`config.mk`:
```
export PLATFORM = sky130hd
export DESIGN_NAME = router_fsm_flat
export DESIGN_NICKNAME = d
export VERILOG_FILES = /design/src/rtl/router_fsm_if.sv /design/src/rtl/router_fsm.sv /design/src/flat_wrapper.sv
export SDC_FILE = /design/constraint.sdc
export NUM_CORES = 1
export LEC_CHECK = 0
export CORE_UTILIZATION = 35
export DETAILED_ROUTE_END_ITERATION = 10
export PLACE_DENSITY = 0.72
export SLEW_MARGIN = 15
export SYNTH_ARGS = -nofsm -noshare
export SYNTH_HDL_FRONTEND = slang
export SYNTH_SLANG_ARGS = --single-unit
export TNS_END_PERCENT = 1
```
`constraint.sdc`:
```
create_clock -name clock -period 1.51 [get_ports clock]
set_input_delay 0.151 -clock clock [delete_from_list [all_inputs] [get_ports clock]]
set_output_delay 0.151 -clock clock [all_outputs]
set_load 0.01 [all_outputs]
```
`src/rtl/router_fsm_if.sv`:
```
// Ingress-side signal bundle between the input port/register block and the router FSM.
// The master drives packet and FIFO status; the slave (the FSM) returns the load-phase strobes.
interface router_fsm_if;
    logic       pkt_valid;
    logic [1:0] data_in;
    logic       fifo_full;
    logic       fifo_empty_0;
    logic       fifo_empty_1;
    logic       fifo_empty_2;
    logic       soft_reset_0;
    logic       soft_reset_1;
    logic       soft_reset_2;
    logic       parity_done;
    logic       low_pkt_valid;

    logic       detect_add;
    logic       lfd_state;
    logic       ld_state;
    logic       laf_state;
    logic       full_state;
    logic       write_enb_reg;
    logic       rst_int_reg;
    logic       busy;

    modport master (
        output pkt_valid, data_in, fifo_full,
        output fifo_empty_0, fifo_empty_1, fifo_empty_2,
        output soft_reset_0, soft_reset_1, soft_reset_2,
        output parity_done, low_pkt_valid,
        input  detect_add, lfd_state, ld_state, laf_state, full_state,
        input  write_enb_reg, rst_int_reg, busy
    );

    modport slave (
        input  pkt_valid, data_in, fifo_full,
        input  fifo_empty_0, fifo_empty_1, fifo_empty_2,
        input  soft_reset_0, soft_reset_1, soft_reset_2,
        input  parity_done, low_pkt_valid,
        output detect_add, lfd_state, ld_state, laf_state, full_state,
        output write_enb_reg, rst_int_reg, busy
    );
endinterface

```
`src/rtl/router_fsm.sv`:
```
// Packet-ingress sequencer for the 1x3 router: decode, first-byte, payload, stall and parity phases.
// Latency: first write_enb_reg two cycles after an accepted header; all outputs are Moore decodes.
// Backpressure: busy holds the source in every state except DECODE_ADDRESS and LOAD_DATA.
module router_fsm #(
    parameter logic [1:0] ADDR_INVALID = 2'b11
) (
    input  logic         clock,
    input  logic         resetn,
    router_fsm_if.slave  bus
);

    typedef enum logic [2:0] {
        DECODE_ADDRESS     = 3'd0,
        LOAD_FIRST_DATA    = 3'd1,
        LOAD_DATA          = 3'd2,
        LOAD_PARITY        = 3'd3,
        FIFO_FULL_STATE    = 3'd4,
        LOAD_AFTER_FULL    = 3'd5,
        WAIT_TILL_EMPTY    = 3'd6,
        CHECK_PARITY_ERROR = 3'd7
    } state_t;

    state_t     state;
    state_t     next_state;
    logic [1:0] addr_q;
    logic       hdr_ok;
    logic       empty_in;
    logic       empty_sel;
    logic       soft_sel;

    assign hdr_ok = bus.pkt_valid && (bus.data_in != ADDR_INVALID);

    // Header decode looks at the live address; later phases use the captured one.
    always_comb begin
        empty_in = 1'b0;
        case (bus.data_in)
            2'b00:   empty_in = bus.fifo_empty_0;
            2'b01:   empty_in = bus.fifo_empty_1;
            2'b10:   empty_in = bus.fifo_empty_2;
            default: empty_in = 1'b0;
        endcase
    end

    always_comb begin
        empty_sel = 1'b0;
        soft_sel  = 1'b0;
        case (addr_q)
            2'b00: begin
                empty_sel = bus.fifo_empty_0;
                soft_sel  = bus.soft_reset_0;
            end
            2'b01: begin
                empty_sel = bus.fifo_empty_1;
                soft_sel  = bus.soft_reset_1;
            end
            2'b10: begin
                empty_sel = bus.fifo_empty_2;
                soft_sel  = bus.soft_reset_2;
            end
            default: begin
                empty_sel = 1'b0;
                soft_sel  = 1'b0;
            end
        endcase
    end

    always_ff @(posedge clock) begin
        if (!resetn) begin
            state <= DECODE_ADDRESS;
        end else begin
            state <= next_state;
        end
    end

    always_ff @(posedge clock) begin
        if (!resetn) begin
            addr_q <= 2'b00;
        end else if (state == DECODE_ADDRESS && hdr_ok) begin
            addr_q <= bus.data_in;
        end
    end

    always_comb begin
        next_state = state;
        case (state)
            DECODE_ADDRESS: begin
                if (hdr_ok) begin
                    next_state = empty_in ? LOAD_FIRST_DATA : WAIT_TILL_EMPTY;
                end
            end
            WAIT_TILL_EMPTY: begin
                if (empty_sel) begin
                    next_state = LOAD_FIRST_DATA;
                end
            end
            LOAD_FIRST_DATA: next_state = LOAD_DATA;
            LOAD_DATA: begin
                if (bus.fifo_full) begin
                    next_state = FIFO_FULL_STATE;
                end else if (!bus.pkt_valid) begin
                    next_state = LOAD_PARITY;
                end
            end
            FIFO_FULL_STATE: begin
                if (!bus.fifo_full) begin
                    next_state = LOAD_AFTER_FULL;
                end
            end
            LOAD_AFTER_FULL: begin
                if (bus.parity_done) begin
                    next_state = DECODE_ADDRESS;
                end else if (bus.low_pkt_valid) begin
                    next_state = LOAD_PARITY;
                end else begin
                    next_state = LOAD_DATA;
                end
            end
            LOAD_PARITY: next_state = CHECK_PARITY_ERROR;
            CHECK_PARITY_ERROR: begin
                next_state = bus.fifo_full ? FIFO_FULL_STATE : DECODE_ADDRESS;
            end
            default: next_state = DECODE_ADDRESS;
        endcase

        // A timeout on the port we are feeding abandons the packet from any phase.
        if (state != DECODE_ADDRESS && soft_sel) begin
            next_state = DECODE_ADDRESS;
        end
    end

    always_comb begin
        bus.detect_add    = (state == DECODE_ADDRESS);
        bus.lfd_state     = (state == LOAD_FIRST_DATA);
        bus.ld_state      = (state == LOAD_DATA);
        bus.laf_state     = (state == LOAD_AFTER_FULL);
        bus.full_state    = (state == FIFO_FULL_STATE);
        bus.rst_int_reg   = (state == CHECK_PARITY_ERROR);
        bus.write_enb_reg = (state == LOAD_DATA) || (state == LOAD_PARITY) ||
                            (state == LOAD_AFTER_FULL);
        bus.busy          = (state != DECODE_ADDRESS) && (state != LOAD_DATA);
    end

endmodule
```
`src/flat_wrapper.sv`:
```
// flat-port wrapper written by rule: the top's interface ports become plain ports
module router_fsm_flat 
#(
    parameter logic [1:0] ADDR_INVALID = 2'b11
)
  (clock, resetn, bus_pkt_valid, bus_data_in, bus_fifo_full, bus_fifo_empty_0, bus_fifo_empty_1, bus_fifo_empty_2, bus_soft_reset_0, bus_soft_reset_1, bus_soft_reset_2, bus_parity_done, bus_low_pkt_valid, bus_detect_add, bus_lfd_state, bus_ld_state, bus_laf_state, bus_full_state, bus_write_enb_reg, bus_rst_int_reg, bus_busy);
  router_fsm_if bus_i ();
  input  logic clock;
  input  logic resetn;
  input wire logic [$bits(bus_i.pkt_valid)-1:0] bus_pkt_valid;
  input wire logic [$bits(bus_i.data_in)-1:0] bus_data_in;
  input wire logic [$bits(bus_i.fifo_full)-1:0] bus_fifo_full;
  input wire logic [$bits(bus_i.fifo_empty_0)-1:0] bus_fifo_empty_0;
  input wire logic [$bits(bus_i.fifo_empty_1)-1:0] bus_fifo_empty_1;
  input wire logic [$bits(bus_i.fifo_empty_2)-1:0] bus_fifo_empty_2;
  input wire logic [$bits(bus_i.soft_reset_0)-1:0] bus_soft_reset_0;
  input wire logic [$bits(bus_i.soft_reset_1)-1:0] bus_soft_reset_1;
  input wire logic [$bits(bus_i.soft_reset_2)-1:0] bus_soft_reset_2;
  input wire logic [$bits(bus_i.parity_done)-1:0] bus_parity_done;
  input wire logic [$bits(bus_i.low_pkt_valid)-1:0] bus_low_pkt_valid;
  output wire logic [$bits(bus_i.detect_add)-1:0] bus_detect_add;
  output wire logic [$bits(bus_i.lfd_state)-1:0] bus_lfd_state;
  output wire logic [$bits(bus_i.ld_state)-1:0] bus_ld_state;
  output wire logic [$bits(bus_i.laf_state)-1:0] bus_laf_state;
  output wire logic [$bits(bus_i.full_state)-1:0] bus_full_state;
  output wire logic [$bits(bus_i.write_enb_reg)-1:0] bus_write_enb_reg;
  output wire logic [$bits(bus_i.rst_int_reg)-1:0] bus_rst_int_reg;
  output wire logic [$bits(bus_i.busy)-1:0] bus_busy;
  assign bus_i.pkt_valid = bus_pkt_valid;
  assign bus_i.data_in = bus_data_in;
  assign bus_i.fifo_full = bus_fifo_full;
  assign bus_i.fifo_empty_0 = bus_fifo_empty_0;
  assign bus_i.fifo_empty_1 = bus_fifo_empty_1;
  assign bus_i.fifo_empty_2 = bus_fifo_empty_2;
  assign bus_i.soft_reset_0 = bus_soft_reset_0;
  assign bus_i.soft_reset_1 = bus_soft_reset_1;
  assign bus_i.soft_reset_2 = bus_soft_reset_2;
  assign bus_i.parity_done = bus_parity_done;
  assign bus_i.low_pkt_valid = bus_low_pkt_valid;
  assign bus_detect_add = bus_i.detect_add;
  assign bus_lfd_state = bus_i.lfd_state;
  assign bus_ld_state = bus_i.ld_state;
  assign bus_laf_state = bus_i.laf_state;
  assign bus_full_state = bus_i.full_state;
  assign bus_write_enb_reg = bus_i.write_enb_reg;
  assign bus_rst_int_reg = bus_i.rst_int_reg;
  assign bus_busy = bus_i.busy;
  router_fsm #(.ADDR_INVALID(ADDR_INVALID)) u_core (.clock(clock), .resetn(resetn), .bus(bus_i));
endmodule
```
After elaboration in Yosys (flattened, before gate mapping)
Cells that the tools add are included.

Flip-flop bits (word level): 5. Input bits: 14. Output and inout port bits: 8. Logic and storage cells: 45.

Equal/unequal tests: 17. Multiplexer cells: 13. Bitwise operators: 1. Reduce and logical (&&, ||, !) cells: 12.

Operators with widths (count): 3-bit two-way mux (8); 3-bit case mux with 8 select lines (1); 3-bit equality test, second input constant (4); 1-bit case mux with 3 select lines (3); 3-bit by 2-bit equality test with 1-bit output, second input constant (2); 2-bit by 1-bit equality test with 1-bit output, second input constant (2); 2-bit equality test, second input constant (2); 1-bit logical AND (4); 2-bit logical NOT (2); 2-bit by 1-bit != test with 1-bit output, second input constant (2); 2-bit != test, second input constant (2); 4-bit AND reduction (1); 3-bit by 1-bit equality test with 1-bit output, second input constant (1); 3-bit logical NOT (1); 3-bit by 2-bit != test with 1-bit output, second input constant (1); 3-bit != test, second input constant (1); 3-bit nonzero test (1); 1-bit logical OR (2); 2-bit OR reduction (1); 1-bit two-way mux (1); 1-bit inverter (1).

Depth between registers and ports, before layout
Depth in word-level cells: 5. Depth in mapped cells: 6. Depth with buffers taken out: 5.

Worst setup path after synthesis
Ideal clock, no wire load.

Path type: register -> register. Start point: reg u_core.state[2]. End point: reg u_core.state[2]. Library setup time: 0.103 ns. Arrival: 1.445 ns. Required time: 1.407 ns. Setup slack: -0.039 ns. Cell stages (with the launch flop): 6. Path buffers: 1. Period minus slack after synthesis: 1.549 ns. Cells stage by stage: dfxtp_1 > buf_4 > nor3b_1 > and3b_2 > nor4bb_4 > a2111oi_2.

Longest elaborated chain between the ends: 3. Elaborated cells between the ends (all ways): 17. Those cells by class: eq/ne: 11; mux: 1; reduce/logical: 5.

Ends and longest elaborated chain: from (decl) (RTL line router_fsm.sv:23) `state_t state;`; from (signal assigned) (RTL line router_fsm.sv:71) `state <= next_state;`; 3-bit by 2-bit equality test with 1-bit output (*); via bus_ld_state (RTL line flat_wrapper.sv:23) `output wire logic [$bits(bus_i.ld_state)-1:0] bus_ld_state;`; 3-bit != test (no source line); 4-bit AND reduction (no source line).

The timed path passes the listed nets; every way through them passes the cells marked *. A chain may end at the register's enable or synchronous reset.

Worst setup path after layout
Start point: reg u_core.state[2]. End point: reg u_core.state[2].

Longest elaborated chain between the ends: 3. Elaborated cells between the ends (all ways): 17. Those cells by class: eq/ne: 11; mux: 1; reduce/logical: 5.

Ends and longest elaborated chain: 3-bit by 2-bit equality test with 1-bit output, or another cell as far along (RTL line router_fsm.sv:85) `case (state)`; 3-bit != test (no source line), or another cell as far along; 4-bit AND reduction (no source line) or 2-bit OR reduction (tied branches).

Several ways; a longest one is shown, not always the timed one.

==> run_results.csv <==
group,metric,value,unit
outcome,outcome,"finished clean",
placement,port_buffers,21,
clock_tree,cts_tree,"built",
finish,layout_commonest_cell,"clkdlybuf4s50_1",
timing,fmax,666,MHz
clock_tree,clkTransAtPathRegs,50,ps
synthesis,synthDistinctLibCells,31,
finish,layout_common_cells,"13 x clkdlybuf4s50_1, 11 x buf_4, 6 x dlygate4sd2_1, 4 x nor2_1",
drt,dr_total_vias,508,
floorplan,row_count,12,
synthesis,synth_flop_cell,"dfxtp_1",
timing,finalHoldWorstSlack,518,ps
timing,rsz0062_at_grt,"true",
clock_tree,cts-root-buf,"clkbuf_4",
timing,period_share,99.4,%
drt,viasPerCell,5.18,
worst_setup_path,start_kind,"flop",
placement,dpl.hpwl,1.00,mm
synthesis,synthArstFlopShare,0,%
synthesis,synth_cells,51,
global_route,grt_pass1_vias,516,
drt,antenna_left,0,
flow_run,cap_viol_max_count,0,
global_route,grt_pass1_wl,1.99,mm
timing,setup_viol,0,
timing,slew_viol_final,0,
power,power.density,1480,nW/um^2
synthesis,synth.top_cell.area_share,20.8,%
drt,routedWlPerCell,12.8,um
finish,multi_input_area,358,sq um
finish,drive_gt1_share,40.5,%
global_route,grt_overflow_total,0,
synthesis,ys.warnings.count,0,
finish,regArea,109,sq um
finish,layout.nets,99,
finish,fill_cells,112,
floorplan,ioPinCount,22,
clock_tree,cts_sinks,5,
worst_setup_path,critPathCaptureType,"flop",
power,vdd_drop_max,0.832,mV
synthesis,syn_nets,65,
clock_tree,h-tree-depth,1,
floorplan,start_util,40.5,%
global_route,grt_max_degree,12,
finish,syn_to_final_growth,68.0,%
worst_setup_path,crit_required,1640,ps
placement,gp_congestion,0.830,
finish,diodes,0,
floorplan,fp.coreArea,1190,sq um
drt,drtPass1Iterations,4,
floorplan,die_h,39.1,um
clock_tree,post-cts-setup-buffers,0,
synthesis,synth.avg_cell_area,9.42,sq um
clock_tree,cts_buffer_depth,2,
clock_tree,holdBufCountCts,0,
synthesis,synth_edf_count,0,
synthesis,synth-seq-cells,5,
timing,worst_slew_pin_slew,326,ps
synthesis,syn_area,480,sq um
drt,drt_wl_total,1.26,mm
power,p_leak,0.361,nW
synthesis,netlist_top_cells_area,"dfxtp_1 21%, mux2i_1 6.3%, nor3b_1 6.3%, nor4bb_4 5.2%, buf_6 4.7%",
worst_setup_path,criticalPathCategory,"reg2reg",
worst_setup_path,worst-path-max-fanout,11,
synthesis,synth_top_area_cell,"dfxtp_1",
clock_tree,worstSkewPairLatency,240,ps
drt,drt-initial-drc-count,1,
timing,final_hold_viol_count,0,
worst_setup_path,arrival,1640,ps
timing,fin_skew,1.70,ps
floorplan,dieWidth,39.1,um
synthesis,yosysSeqAreaShare,20.8,%
finish,final_area,807,sq um
placement,dpl_cell_area,771,sq um
finish,utilization,68.0,%
timing,min_period,1500,ps
floorplan,die_area,1520,sq um
clock_tree,cts_made_buffers,3,
global_route,antenna_found_initial,0,
drt,drc,0,
worst_hold_path,hold_class,"in2reg",
timing,max_slew_margin,78.0,%
global_route,grt.total_usage,19.7,%
==> through the flow <==
step                      total power [mW]  setup slack (ps)  cells  setup TNS [ps]
final                                 1.20              8.88     98               0
after global routing                  1.29             -62.5     98            -135
after CTS                             1.20              -189     98            -201
after detailed placement              1.07              -230     94            -919
after global placement                1.05              -161     94            -703
after floorplan                      0.728              34.0     51               0
==> power breakdown <==
group          switching [mW]  internal (mW)  total, mW
sequential             0.0809          0.188      0.269
clock                  0.0605          0.100      0.161
combinational           0.317          0.450      0.767
==> kinds of logic (layout without fill, tap and decap cells) <==
family	after synthesis	after routing	synth area share (%)
fa+ha+maj	1	1	2.08
flops	5	5	20.8
mux	3	3	6.25
simple gates	23	23	37.2
buf+inv	5	38	7.81
compound gates	14	14	25.8
==> Yosys cell counts (2+ instances only) <==
library cell,instances
nor3b_1,4
mux2i_1,3
a21oi_1,2
nand3b_1,3
dfxtp_1,5
and3b_2,2
o221a_2,2
nand2_1,2
buf_6,2
nor2_1,4
o21ai_0,2
==> worst max-delay path, stage by stage, from the launching register on <==
cell and delay (ps):
dfxtp_4 370, or3_4 400, clkinv_2 90, o211ai_2 80, nor4bb_4 170, a2111oi_2 290
==> final timing paths <==
kind	startpoint	to	slack, ps	cells after the start
hold / removal	resetn	u_core.addr_q[0]	520	2
setup / recovery	u_core.state[2]	u_core.state[2]	9	5
setup reg to reg	u_core.state[2]	u_core.state[2]	9	5
hold reg to reg	u_core.addr_q[0]	u_core.addr_q[0]	650	1
==> cell type report <==
class,instances,area share [%]
Tap cell,14,2.17
Sequential cell,5,13.5
Multi-Input combinational cell,41,44.3
Timing Repair Buffer,32,35.7
Inverter,2,1.09
Clock buffer,4,3.26
==> registers in the layout, indices dropped and copies added, names as in the netlist <==
register and cells:
u_core.state 3, u_core.addr_q 2
==> layer usage <==
metal  up-vias  global-route usage, %  part of all wire [%]  routed length, um
met4         0                   12.1                   1.1                 14
met2        12                   36.7                    53                662
li1        260                      -                     -                  -
met1       234                   20.3                    43                542
met3         2                   2.31                   3.2                 40
met5         -                      0                     0                  0
==> repair_timing <==
item / in CTS / in global routing
pin swaps: 0 / 0
endpoints found under the setup margin: 12 / 6
hold endpoints to repair: 0 / 0
gates resized for setup: 15 / 2
No activity file was read; power rests on OpenSTA's default activity.
